`src/rtl/iterative_shift_controller_pkg.sv`:
```
// Shared constants for the iterative shift unit: datapath sizing, opcodes and FSM state encodings.
package iterative_shift_controller_pkg;

  localparam int WIDTH   = 32;
  localparam int SHAMT_W = 5;

  localparam logic [1:0] OP_SLL = 2'b00;
  localparam logic [1:0] OP_SRL = 2'b01;
  localparam logic [1:0] OP_SRA = 2'b10;
  localparam logic [1:0] OP_RSV = 2'b11;

  typedef enum logic [1:0] {
    S_IDLE  = 2'b00,
    S_SHIFT = 2'b01,
    S_DONE  = 2'b10
  } state_t;

endpackage

```
`src/rtl/iterative_shift_controller_shift_step.sv`:
```
// One shared shift stage: moves a value left or right by 1 or 2 bits with opcode-dependent fill.
module shift_step
  import iterative_shift_controller_pkg::*;
#(
  parameter int WIDTH = 32
) (
  input  logic [WIDTH-1:0] value,
  input  logic [1:0]       opcode,
  input  logic             by_two,
  output logic [WIDTH-1:0] shifted
);

  logic             fill;
  logic [WIDTH-1:0] left_one;
  logic [WIDTH-1:0] left_two;
  logic [WIDTH-1:0] right_one;
  logic [WIDTH-1:0] right_two;

  // The MSB never changes during SRA, so it is always the captured sign bit.
  assign fill      = (opcode == OP_SRA) ? value[WIDTH-1] : 1'b0;
  assign left_one  = {value[WIDTH-2:0], 1'b0};
  assign left_two  = {value[WIDTH-3:0], 2'b00};
  assign right_one = {fill, value[WIDTH-1:1]};
  assign right_two = {{2{fill}}, value[WIDTH-1:2]};

  always_comb begin
    shifted = by_two ? right_two : right_one;
    if (opcode == OP_SLL) begin
      shifted = by_two ? left_two : left_one;
    end
  end

endmodule

```
`src/rtl/iterative_shift_controller.sv`:
```
// Multi-cycle SLL/SRL/SRA unit: reuses one 1/2-bit shift stage per cycle instead of a barrel shifter.
//   state   | meaning
//   S_IDLE  | ready for a new request
//   S_SHIFT | stepping the working register, 2 bits per cycle (1 on the last odd step)
//   S_DONE  | result final, result_valid pulses for this cycle
module iterative_shift_controller
  import iterative_shift_controller_pkg::*;
#(
  parameter int WIDTH   = 32,
  parameter int SHAMT_W = 5
) (
  input  logic               clock,
  input  logic               reset,
  input  logic               start,
  input  logic [1:0]         opcode,
  input  logic [WIDTH-1:0]   data_in,
  input  logic [SHAMT_W-1:0] shamt,
  output logic               ready,
  output logic               busy,
  output logic               result_valid,
  output logic [WIDTH-1:0]   result,
  output logic               op_err
);

  state_t             state;
  state_t             state_next;
  logic [WIDTH-1:0]   work;
  logic [WIDTH-1:0]   work_step;
  logic [SHAMT_W-1:0] remaining;
  logic [SHAMT_W-1:0] step_amt;
  logic [1:0]         op_q;
  logic               by_two;
  logic               accept;
  logic               last_step;

  shift_step #(.WIDTH(WIDTH)) u_step (
    .value   (work),
    .opcode  (op_q),
    .by_two  (by_two),
    .shifted (work_step)
  );

  assign by_two   = (remaining > SHAMT_W'(1));
  assign step_amt = by_two ? SHAMT_W'(2) : SHAMT_W'(1);

  always_ff @(posedge clock or posedge reset) begin
    if (reset) begin
      state <= S_IDLE;
    end else begin
      state <= state_next;
    end
  end

  always_comb begin
    state_next   = state;
    accept       = 1'b0;
    last_step    = 1'b0;
    ready        = 1'b0;
    busy         = 1'b0;
    result_valid = 1'b0;
    case (state)
      S_IDLE: begin
        ready = 1'b1;
        if (start) begin
          accept     = 1'b1;
          state_next = (shamt == '0) ? S_DONE : S_SHIFT;
        end
      end
      S_SHIFT: begin
        busy = 1'b1;
        if (remaining <= SHAMT_W'(2)) begin
          last_step  = 1'b1;
          state_next = S_DONE;
        end
      end
      S_DONE: begin
        busy         = 1'b1;
        result_valid = 1'b1;
        state_next   = S_IDLE;
      end
      default: state_next = S_IDLE;
    endcase
  end

  // result and op_err are loaded on entry to DONE so they are valid alongside the pulse.
  always_ff @(posedge clock or posedge reset) begin
    if (reset) begin
      work      <= '0;
      remaining <= '0;
      op_q      <= OP_SLL;
      result    <= '0;
      op_err    <= 1'b0;
    end else if (accept) begin
      work      <= data_in;
      remaining <= shamt;
      op_q      <= opcode;
      op_err    <= 1'b0;
      if (shamt == '0) begin
        result <= data_in;
        op_err <= (opcode == OP_RSV);
      end
    end else if (state == S_SHIFT) begin
      work      <= work_step;
      remaining <= remaining - step_amt;
      if (last_step) begin
        result <= work_step;
        op_err <= (op_q == OP_RSV);
      end
    end
  end

endmodule

```
`config.mk`:
```
export PLATFORM = sky130hd
export DESIGN_NAME = iterative_shift_controller
export DESIGN_NICKNAME = d
export VERILOG_FILES = /design/src/rtl/iterative_shift_controller_pkg.sv /design/src/rtl/iterative_shift_controller_shift_step.sv /design/src/rtl/iterative_shift_controller.sv
export SDC_FILE = /design/constraint.sdc
export NUM_CORES = 1
export LEC_CHECK = 0
export ABC_AREA = 1
export CORE_MARGIN = 2
export CORE_UTILIZATION = 35
export DETAILED_ROUTE_END_ITERATION = 10
export GPL_TIMING_DRIVEN = 0
export PLACE_DENSITY_LB_ADDON = 0.12
export RECOVER_POWER = 50
export SLEW_MARGIN = 30
export SYNTH_ARGS = -nofsm -noshare
export SYNTH_HDL_FRONTEND = slang
export SYNTH_SLANG_ARGS = --single-unit
```
`constraint.sdc`:
```
create_clock -name clock -period 2.9 [get_ports clock]
set_clock_uncertainty 0.1 [all_clocks]
set_input_delay 0.435 -clock clock [delete_from_list [all_inputs] [get_ports clock]]
set_output_delay 0.435 -clock clock [all_outputs]
set_load 0.03 [all_outputs]
```
== After elaboration in Yosys (flattened, before gate mapping) ==
Index checks and enable logic that the tools add are counted.

* Add/sub/neg operators: 1
* $lt $le $gt $ge: 2
* Eq/ne operators: 8
* Mux-type cells: 28
* Reductions and logical operators: 9

{| class="wikitable"
|+ Operators with widths
! kind !! count
|-
| 2-to-1 mux 32 bit || 8
|-
| 2-to-1 mux 31 bit || 1
|-
| 2-to-1 mux 1 bit || 12
|-
| 2-to-1 mux 5 bit || 2
|-
| equality test 2 bit (second input constant) || 4
|-
| 2-to-1 mux 2 bit || 4
|-
| > comparator 5 x 1 -> 1 bit (second input constant) || 1
|-
| <= comparator 5 x 2 -> 1 bit (second input constant) || 1
|-
| logical NOT 5 bit || 1
|-
| subtractor 5 x 2 -> 5 bit || 1
|-
| logical NOT 2 bit || 2
|-
| inequality test 2 bit (second input constant) || 2
|-
| case mux 2 bit (2 select lines) || 1
|-
| AND reduction 2 bit || 2
|-
| nonzero test 2 bit || 2
|-
| AND reduction 3 bit || 1
|-
| equality test 2 x 1 -> 1 bit (second input constant) || 1
|-
| inequality test 2 x 1 -> 1 bit (second input constant) || 1
|-
| OR reduction 2 bit || 1
|}

* Flip-flop bits (word level): 74
* Bits of input ports: 42
* Output and inout port bits: 36
* Logic and storage cells: 54

== Longest topological paths before layout ==
Gate-level depths: netlist of run 1.

* Depth in word-level cells: 7
* Depth in mapped cells: 12
* Gate-level depth less buffers: 10

== Hierarchy ==
A second synthesis of run 1 with hierarchy kept.

* Cells, all modules: 669
* Area, all modules: 4486.8 um2

{| class="wikitable"
|+ Modules (own cells, without submodules)
! module !! times used !! cells each !! area each (um2) !! sequential area each (um2)
|-
| iterative_shift_controller || 1 || 435 || 3559.7 || 1851.8
|-
| shift_step || 1 || 234 || 927.1 || 0.0
|}

== Least setup slack after synthesis of run 1 ==
Ideal clock, no wire load.

* Kind: register to register
* Start: register state[0]
* End: register work[31]
* Library setup time: 0.117 ns
* Arrival time: 1.709 ns
* Required time: 2.683 ns
* Setup slack: 0.974 ns
* Cell stages (with the launch flop): 13
* Path buffers: 3
* Clock period less this slack: 1.926 ns
* Cells stage by stage: dfrtp_1 > inv_1 > ha_1 > nand2_2 > buf_6 > nand2_1 > inv_2 > buf_6 > buf_6 > nand2_1 > nand3_1 > nand2_1 > nand2_1

* Longest elaborated chain between the ends: 3
* Elaborated cells between the ends (all ways): 5
* Classes of those cells: 1 x eq/ne; 2 x mux; 2 x reduce/logical

{| class="wikitable"
|+ Ends and longest elaborated chain
! element !! RTL line !! source
|-
| from (decl) || iterative_shift_controller.sv:25 || <nowiki>state_t state;</nowiki>
|-
| from (signal assigned) || iterative_shift_controller.sv:50 || <nowiki>state <= state_next;</nowiki>
|-
| logical NOT 2 bit || iterative_shift_controller.sv:61 || <nowiki>case (state)</nowiki>
|-
| 2-to-1 mux 1 bit || iterative_shift_controller.sv:61 ||
|-
| 2-to-1 mux 32 bit or nonzero test 2 bit (tied branches) || - ||
|-
| to (signal assigned) || iterative_shift_controller.sv:94 || <nowiki>work <= data_in;</nowiki>
|-
| to (signal assigned) || iterative_shift_controller.sv:103 || <nowiki>work <= work_step;</nowiki>
|-
| to (decl) || iterative_shift_controller.sv:27 || <nowiki>logic [WIDTH-1:0] work;</nowiki>
|}

Several ways; a longest one is shown, not always the timed one.
A chain may end at the register's enable or synchronous reset.

== Worst setup path in the final report of run 1 ==
* Start: register state[1]
* End: output ready

* Longest elaborated chain between the ends: 2

{| class="wikitable"
|+ Ends and longest elaborated chain
! element !! RTL line !! source
|-
| logical NOT 2 bit || iterative_shift_controller.sv:61 ||
|-
| 2-to-1 mux 1 bit || iterative_shift_controller.sv:61 ||
|-
| to (decl) || iterative_shift_controller.sv:18 || <nowiki>output logic ready,</nowiki>
|}

No other way between the ends.

==> impl_metrics.toml, run 1 <==
[outcome]
status = "complete, but fails checks"
violations = "max-capacitance violations, max-slew violations"

[synthesis]
synth_compound_area_share_pct = 1.813
synthSimpleGateAreaFrac_pct = 45.67
synth.distinct_cells = 29
synth-seq-area-share_pct = 43.27
synth-xor-area-share_pct = 0.6140
avgSynthCellArea_um2 = 6.760
synthMuxAreaShare_pct = 0
synth_nets = 681
synth_top_family_by_area = "simple AND/OR/NAND/NOR gates"
synth_seq_cells = 74
synth_cells = 633
yosysWarnings = 0
synth_area_um2 = 4279
synthAdderAreaFrac_pct = 1.930

[routing]
route.met2.wl_um = 6161
dr.first_iter.drc_count = 273
vias = 4294
wl_met3_um = 741
met1Wirelength_um = 5640
drt_wl_total_um = 12720
ant_nets = 0
highest_layer = "met4"
wire_per_inst_um = 14.55
via_per_inst = 4.913
dr.pass1.iters = 5
drc = 0

[worst_setup_path]
crit_family = "buffers and inverters"
critical_path_arrival_ns = 1.76
cpPeakStageDelay_ns = 0.70
crit_fanout = 4
end_kind = "primary output"
start_kind = "register"
worst-setup-path-type = "register to primary output"
crit_path_top_delay_cell = "clkdlybuf4s50_1"
worstPathCellList = "inv_1 > ha_1 > clkdlybuf4s50_1"
cp_num_buf_inv = 2
required_ns = 2.37

[min_path]
hold_class = "register to register"

[sta]
slew_violations = 45
worst_pin_slew_ns = 1.827
finalHoldViolCount = 0
slew-limit-headroom_pct = -21.91
fmax_mhz = 436.4
timing.final.crit_share_pct = 79.02
setup_viol = 0
rsz0062_at_grt = "no"
tns_ns = 0
period_minus_slack_ns = 2.292

[power]
ir_drop_mv = 0.6522
total_leakage_power_nw = 3.078
p_total_mw = 6.714
power_density_nw_per_um2 = 1209

[die]
die-area_um2 = 13130
dieWidth_um = 114.6
rows = 40
start_util_pct = 35.77
ioPinCount = 78
fp.dieH_um = 114.6
coreArea_um2 = 11960

[clocking]
insertion_delay_ns = 0.35
htreeDepth = 3
cts_root_buf = "clkbuf_16"
clkTransAtPathRegs_ns = 0.06
cts-resized-gates = 0
cts-buffers-inserted = 9
tritoncts = "yes"
postCtsSetupRepairBufs = 0
clkSinkCount = 74
cts.path.max_buffers = 2
cts_hold_buf = 0

[place]
numPortBuffers = 77
gp_congestion = 0.8590
dpl.hpwl_um = 9120
place_area_um2 = 5256

[final_layout]
drive_gt1_share_pct = 7.153
design_area_um2 = 5555
area_growth_pct = 29.82
diodes = 0
fin_nets = 770

[flow_run]
maxCapViolCount = 1

[grt]
grt_pass1_wl_um = 21160
antenna_found_initial = 0
grt_util_all_layers_pct = 20.86
grt_pass1_vias = 4374
overflow = 0
grt_max_degree = 46
## registers in the layout, summed over array words and instances (netlist names)
signal,flops
op_err,1
op_q,2
remaining,5
result,32
state,2
work,32
## per-layer routing
layer	global-route usage (%)	vias to the layer above
met5	0	-
met4	7.561	0
met3	4.659	12
met2	34.60	142
met1	26.70	1991
li1	-	2149
## layout by cell type (no fill, tap or decap), types with 2 or more instances in the layout
cell type | synthesis | final
nand2_2 | 3 | 3
clkdlybuf4s50_1 | 0 | 64
o221ai_1 | 2 | 2
clkbuf_1 | 3 | 7
buf_4 | 8 | 8
ha_1 | 5 | 5
o21ai_1 | 3 | 3
dlygate4sd3_1 | 0 | 13
nand3_1 | 70 | 70
inv_1 | 16 | 16
dfrtp_1 | 74 | 74
o21ai_0 | 4 | 4
clkbuf_16 | 0 | 9
nor2_1 | 7 | 8
buf_6 | 6 | 6
bufinv_16 | 0 | 2
buf_2 | 13 | 11
buf_1 | 3 | 3
nand2_1 | 397 | 397
inv_2 | 3 | 3
xnor2_1 | 2 | 2
nor2_2 | 2 | 2
clkinv_2 | 0 | 2
## synthesized netlist by cell type, drive strengths merged
cell    number  area, µm²
a21oi        1      5.000
a31oi        1      6.260
buf         30      203.9
clkbuf       3      11.26
dfrtp       74       1852
fa           1      20.02
ha           5      62.56
inv         19      71.32
nand2      401       1520
nand3       71      360.3
nand4        1      6.260
nor2        11      61.31
o211ai       1      7.510
o21ai        7      35.03
o221ai       2      17.52
o22ai        1      6.260
or2          1      6.260
xnor2        2      17.52
xor2         1      8.760
## worst reg2reg max path: cells and delay by family (launching register included)
family                   cells  cell delay [ns]
adder cells (fa/ha/maj)      2             0.63
AND/OR/NAND/NOR              5             0.49
flip-flops                   1             0.49
buffers and inverters        2             0.33
XOR/XNOR                     1             0.17
## power by group
group / internal [mW] / switching [mW] / total [mW]
Combinational: 1.30 / 2.50 / 3.80
Clock: 0.752 / 0.444 / 1.20
Sequential: 1.44 / 0.277 / 1.72
## cell type report
| cell class | count | area, µm² |
|---|---|---|
| Clock buffer | 11 | 232.7 |
| Sequential cell | 74 | 1852 |
| Inverter | 19 | 71.32 |
| Multi-Input combinational cell | 507 | 2133 |
| Buffer | 33 | 212.7 |
| Fill cell | 1269 | 6406 |
| Timing Repair Buffer | 78 | 790.8 |
| Tap cell | 147 | 183.9 |
| Clock inverter | 5 | 78.83 |
## worst paths after layout
| check | from | end | slack, ns | depth (start not counted) |
|---|---|---|---|---|
| min | result[12]$_DFFE_PP0P_ | result[12]$_DFFE_PP0P_ | 0.37 | 2 |
| min in group asynchronous | reset | result[14]$_DFFE_PP0P_ | 0.89 | 2 |
| max | state[1]$_DFFE_PP0P_ | ready | 0.61 | 3 |
| max in group asynchronous | reset | result[4]$_DFFE_PP0P_ | 0.76 | 2 |
| max reg2reg | remaining[2]$_DFFE_PP0P_ | remaining[4]$_DFFE_PP0P_ | 0.64 | 10 |
| min reg2reg | result[12]$_DFFE_PP0P_ | result[12]$_DFFE_PP0P_ | 0.37 | 2 |
## stage by stage
| step | utilization (%) | setup slack [ns] | std cells | hold slack [ns] |
|---|---|---|---|---|
| after detailed placement | 43.94 | 0.6680 | 858 | 0.3647 |
| final | 46.44 | 0.6084 | 874 | 0.3709 |
| after global routing | 46.44 | 0.2585 | 874 | 0.4036 |
| after CTS | 46.55 | 0.5854 | 874 | 0.3817 |
| after floorplan | - | 0.4834 | 633 | 0.3714 |
| after global placement | 43.76 | -0.9518 | 857 | 0.3622 |
## kinds of logic after synthesis
group / count (synthesis)
and+or+nand+nor: 485
adders and majority gates: 6
AOI/OAI and AO/OA: 13
buffers and inverters: 52
xor gates and xnor gates: 3
DFF: 74
(Power assumes the default switching activity.)
==> run 2: changes to the inputs <==
==> constraint.sdc (replaced) <==
create_clock -name clock -period 1.93 [get_ports clock]
set_clock_uncertainty 0.1 [all_clocks]
set_input_delay 0.2895 -clock clock [delete_from_list [all_inputs] [get_ports clock]]
set_output_delay 0.2895 -clock clock [all_outputs]
set_load 0.03 [all_outputs]
==> impl_metrics.toml, run 2 (synthesis gave the netlist of run 1 again) <==
[routing]
via_per_inst = 4.928
ant_nets = 0
drc = 0
drt_wl_total_um = 13000
dr.pass1.iters = 5
vias = 4356
wire_per_inst_um = 14.71
dr.first_iter.drc_count = 297

[sta]
slew-limit-headroom_pct = 43.18
setup_viol = 0
finalHoldViolCount = 0
period_minus_slack_ns = 1.824
worst_pin_slew_ns = 0.8477
slew_violations = 0
timing.final.crit_share_pct = 94.50
fmax_mhz = 548.3

[worst_setup_path]
end_kind = "primary output"
worst-setup-path-type = "register to primary output"
critical_path_arrival_ns = 1.43
worstPathCellList = "inv_2 > ha_4 > dlygate4sd2_1"
cpPeakStageDelay_ns = 0.39
crit_path_top_delay_cell = "dlygate4sd2_1"
crit_fanout = 3
start_kind = "register"
required_ns = 1.54

[power]
p_total_mw = 10.37
ir_drop_mv = 0.7555
power_density_nw_per_um2 = 1812
total_leakage_power_nw = 3.148

[final_layout]
diodes = 0
area_growth_pct = 33.71
fin_nets = 780
fillers = 1247
drive_gt1_share_pct = 11.67
multi_input_area_um2 = 2216
regArea_um2 = 1853
fin_cells = 884
reg_top3 = "result: 32 flops, work: 32 flops, remaining: 5 flops"
final_cell_mix = "397 x nand2_1, 73 x clkdlybuf4s50_1, 73 x dfrtp_1, 65 x nand3_1, 17 x buf_4"
final_common_cell = "nand2_1"

[die]
coreArea_um2 = 11960
dieWidth_um = 114.6
die-area_um2 = 13130
rows = 40
start_util_pct = 35.77
ioPinCount = 78
fp.dieH_um = 114.6

[clocking]
cts_hold_buf = 0
insertion_delay_ns = 0.35
clkTransAtPathRegs_ns = 0.06
htreeDepth = 3
cts.path.max_buffers = 2
cts-buffers-inserted = 9
tritoncts = "yes"
cts_root_buf = "clkbuf_16"
clkSinkCount = 74

[grt]
grt_pass1_vias = 4471
grt_pass1_wl_um = 21520
grt_max_degree = 26
overflow = 0
antenna_found_initial = 0
grt_util_all_layers_pct = 21.10

[place]
place_inst = 860
numPortBuffers = 77
gp_congestion = 0.8884
dpl.hpwl_um = 9362

[flow_run]
maxCapViolCount = 0

[outcome]
status = "complete, no violations"

[min_path]
hold_class = "register to register"
[run 2: cell count changes in the layout (fill, tap and decap cells not counted), moves of 3 or more]
cell	previous run	this run
clkdlybuf4s50_1	64	73
dlygate4sd3_1	13	1
clkbuf_1	7	1
dlygate4sd2_1	0	3
nand3_1	70	65
clkbuf_4	0	3
clkbuf_2	0	5
nand3_2	1	6
inv_1	16	12
buf_1	3	0
buf_4	8	17
[run 2: power breakdown]
part / total [mW] / leakage (nW) / internal, mW / switching [mW]
Clock: 1.71 / 0.149 / 1.03 / 0.679
Sequential: 2.59 / 0.960 / 2.16 / 0.428
Combinational: 6.07 / 2.04 / 2.19 / 3.88
Total: 10.4 / 3.15 / 5.38 / 4.98
[run 2: per-layer routing]
layer  track usage, %  vias up  part of all wire, %
met5                0        -                    0
met4            5.285        0                  1.0
met3            6.564       10                  6.8
met2            35.82      155                   48
met1            26.09     2017                   44
li1                 -     2174                    -
[run 2: worst max-delay path, delay by kind of cell, from the launching register on]
| kind | cells | cell delay (ns) |
|---|---|---|
| adder cells (fa/ha/maj) | 1 | 0.25 |
| buffers and inverters | 2 | 0.47 |
| flip-flops | 1 | 0.37 |
[run 2: area by class of cell]
type	count	share of cell area, %
clock inverters	5	0.9403
well taps	147	3.215
flip-flops and latches	74	32.39
repair buffers	90	15.42
plain buffers	31	3.761
clock buffers	11	4.242
multi-input cells	507	38.73
inverters	19	1.312
[run 2: final timing paths]
path                                   startpoint                      to  slack, ns  cells past startpoint
hold / removal             result[17]$_DFFE_PP0P_  result[17]$_DFFE_PP0P_       0.38                      2
setup / recovery             state[1]$_DFFE_PP0P_                    busy       0.11                      3
hold reg to reg            result[17]$_DFFE_PP0P_  result[17]$_DFFE_PP0P_       0.38                      2
setup reg to reg             state[1]$_DFFE_PP0P_  result[31]$_DFFE_PP0P_       0.13                     12
max in group asynchronous                   reset    work[31]$_DFFE_PP0P_       0.29                      4
min in group asynchronous                   reset  result[18]$_DFFE_PP0P_       0.43                      2
[run 2: timing repair]
item | in CTS | in global routing
pin swaps | 0 | 6
resized for setup | 14 | 17
setup endpoints to repair | 57 | 67
buffers inserted | 2 | 8
[run 2: stage by stage]
stage	setup TNS, ns	hold WS, ns	area, µm²	util (%)	worst slack [ns]
final	0	0.3780	5722	47.83	0.1061
after global routing	-0.003437	0.3994	5722	47.83	-0.002535
after CTS	-0.01326	0.2312	5642	47.17	-0.01326
after detailed placement	-7.362	0.3643	5313	44.41	-0.2520
after global placement	-26.32	0.3616	5238	43.79	-0.2714
after floorplan	0	0.2991	4283	-	0.003775
==> run 3: changes to the inputs <==
--- a/config.mk
+++ b/config.mk
@@ -12,7 +12,6 @@
 export GPL_TIMING_DRIVEN = 0
 export PLACE_DENSITY_LB_ADDON = 0.12
 export RECOVER_POWER = 50
-export SLEW_MARGIN = 30
 export SYNTH_ARGS = -nofsm -noshare
 export SYNTH_HDL_FRONTEND = slang
 export SYNTH_SLANG_ARGS = --single-unit
==> impl_metrics.toml, run 3 (synthesis gave the netlist of run 1 again) <==
[die]
fp.dieH_um = 114.6
dieWidth_um = 114.6
coreArea_um2 = 11960
rows = 40
start_util_pct = 35.77
ioPinCount = 78
die-area_um2 = 13130

[routing]
met1Wirelength_um = 5747
dr.first_iter.drc_count = 266
highest_layer = "met4"
route.met2.wl_um = 5886
vias = 4318
via_per_inst = 4.896
wl_met3_um = 822
ant_nets = 0
wire_per_inst_um = 14.48
dr.pass1.iters = 5
drc = 0
drt_wl_total_um = 12770

[place]
dpl.hpwl_um = 9274
place_ws_ns = -0.2513
place_area_um2 = 5278
place_inst = 859
gp_congestion = 0.8884
numPortBuffers = 77

[final_layout]
drive_gt1_share_pct = 11.43
design_area_um2 = 5685
fin_util_pct = 47.53
area_growth_pct = 32.87
reg_top3 = "result: 32 flops, work: 32 flops, remaining: 5 flops"
fillers = 1277
final_cell_mix = "396 x nand2_1, 73 x clkdlybuf4s50_1, 73 x dfrtp_1, 65 x nand3_1, 16 x buf_4"
fin_cells = 882
fin_nets = 778
diodes = 0
final_common_cell = "nand2_1"

[min_path]
hold_start = "result[17]$_DFFE_PP0P_"
whs_path_depth = 2
min_to = "result[17]$_DFFE_PP0P_"
hold_class = "register to register"

[power]
total_leakage_power_nw = 3.126
power.share.switching_pct = 48.16
combPwrFrac_pct = 58.9
internal_power_mw = 5.318
p_clk_share_pct = 15.7
power_density_nw_per_um2 = 1804
ir_drop_mv = 0.8615
p_seq_share_pct = 25.3
p_sw_mw = 4.940

[worst_setup_path]
start_kind = "register"
worstPathCellList = "inv_2 > ha_4 > dlygate4sd2_1"
crit_path_top_delay_cell = "dfrtp_1"
ff2ff_path_depth = 12
crit_fanout = 3
critical_path_arrival_ns = 1.47
crit_family = "buffers and inverters"
cpPeakStageDelay_ns = 0.41
worst-setup-path-type = "register to primary output"
r2r_slack_ns = 0.08
cp_num_buf_inv = 2
required_ns = 1.54
path_depth = 3
r2r-start = "state[0]$_DFFE_PP0P_"
worstReg2RegEnd = "result[31]$_DFFE_PP0P_"
end_kind = "primary output"

[clocking]
cts_root_buf = "clkbuf_16"
clkSinkCount = 74
clkTransAtPathRegs_ns = 0.06
cts_hold_buf = 0
tritoncts = "yes"
cts.path.max_buffers = 2
cts-buffers-inserted = 9
insertion_delay_ns = 0.34
htreeDepth = 3

[sta]
worst_pin_slew_ns = 0.9299
slew-limit-headroom_pct = 37.67
timing.final.crit_share_pct = 96.40
fin_ws_ns = 0.06947
slew_violations = 0
fmax_mhz = 537.5
setup_viol = 0
finalHoldViolCount = 0
timing.hold.ws_ns = 0.3775
period_minus_slack_ns = 1.861

[grt]
grt_pass1_wl_um = 21310
grt_util_all_layers_pct = 20.89
overflow = 0
antenna_found_initial = 0
grt_max_degree = 32
grt_pass1_vias = 4408

[flow_run]
maxCapViolCount = 0

[outcome]
status = "complete, no violations"
run 3: changes by cell type in the layout (fill, tap and decap cells not counted), sizes merged:
cell / change
buf: -3
clkbuf: +4
clkinv: -2
bufinv: -1
run 3: metrics by stage:
stage	TNS, ns	total power, mW
3_3_place_gp	-26.32	8.291
4_1_cts	-0.006772	10.11
3_5_place_dp	-7.549	8.373
6_report	0	10.26
2_1_floorplan	0	6.521
5_1_grt	-0.1488	11.16
run 3: cell type report:
cell class,count,area (µm²),share of cell area (%)
Buffer,30,214.0,3.763
Clock buffer,14,274.0,4.820
Clock inverter,2,10.01,0.1761
Inverter,19,75.07,1.320
Multi-Input combinational cell,507,2218,39.02
Sequential cell,74,1853,32.59
Tap cell,147,183.9,3.235
Timing Repair Buffer,89,857.1,15.07
run 3: power by group through the flow:
stage	clock network, mW	registers, mW	logic, mW
global placement	0	2.60	5.69
detailed placement	0	2.61	5.76
global route	1.72	2.67	6.77
finish	1.61	2.60	6.05
floorplan	0	2.98	3.54
CTS	1.66	2.59	5.86
run 3: worst max path at each step:
stage,start,end,slack [ns]
final,state[0]$_DFFE_PP0P_,busy,0.07
after global routing,state[0]$_DFFE_PP0P_,result[7]$_DFFE_PP0P_,-0.02
after CTS,remaining[2]$_DFFE_PP0P_,remaining[1]$_DFFE_PP0P_,-0.007
after detailed placement,remaining[2]$_DFFE_PP0P_,remaining[4]$_DFFE_PP0P_,-0.25
after global placement,reset,result[6]$_DFFE_PP0P_,-0.27
after floorplan,state[0]$_DFFE_PP0P_,work[31]$_DFFE_PP0P_,0.004
run 3: layer usage:
layer / GRT usage, % / up-vias
li1: - / 2169
met1: 26.62 / 1982
met2: 33.81 / 139
met3: 6.088 / 28
met4: 7.398 / 0
met5: 0 / -
run 3: tightest hold or removal path, cell delays in order, from the launching register on:
cell and delay [ns]:
dfrtp_1 0.34, nand2_1 0.05, nand2_1 0.05
run 3: timing repair:
item / CTS / global route
gates cloned: 0 / 0
endpoints found under the setup margin: 57 / 67
pin swaps: 0 / 2
gates resized for setup: 14 / 21
setup buffers: 2 / 8
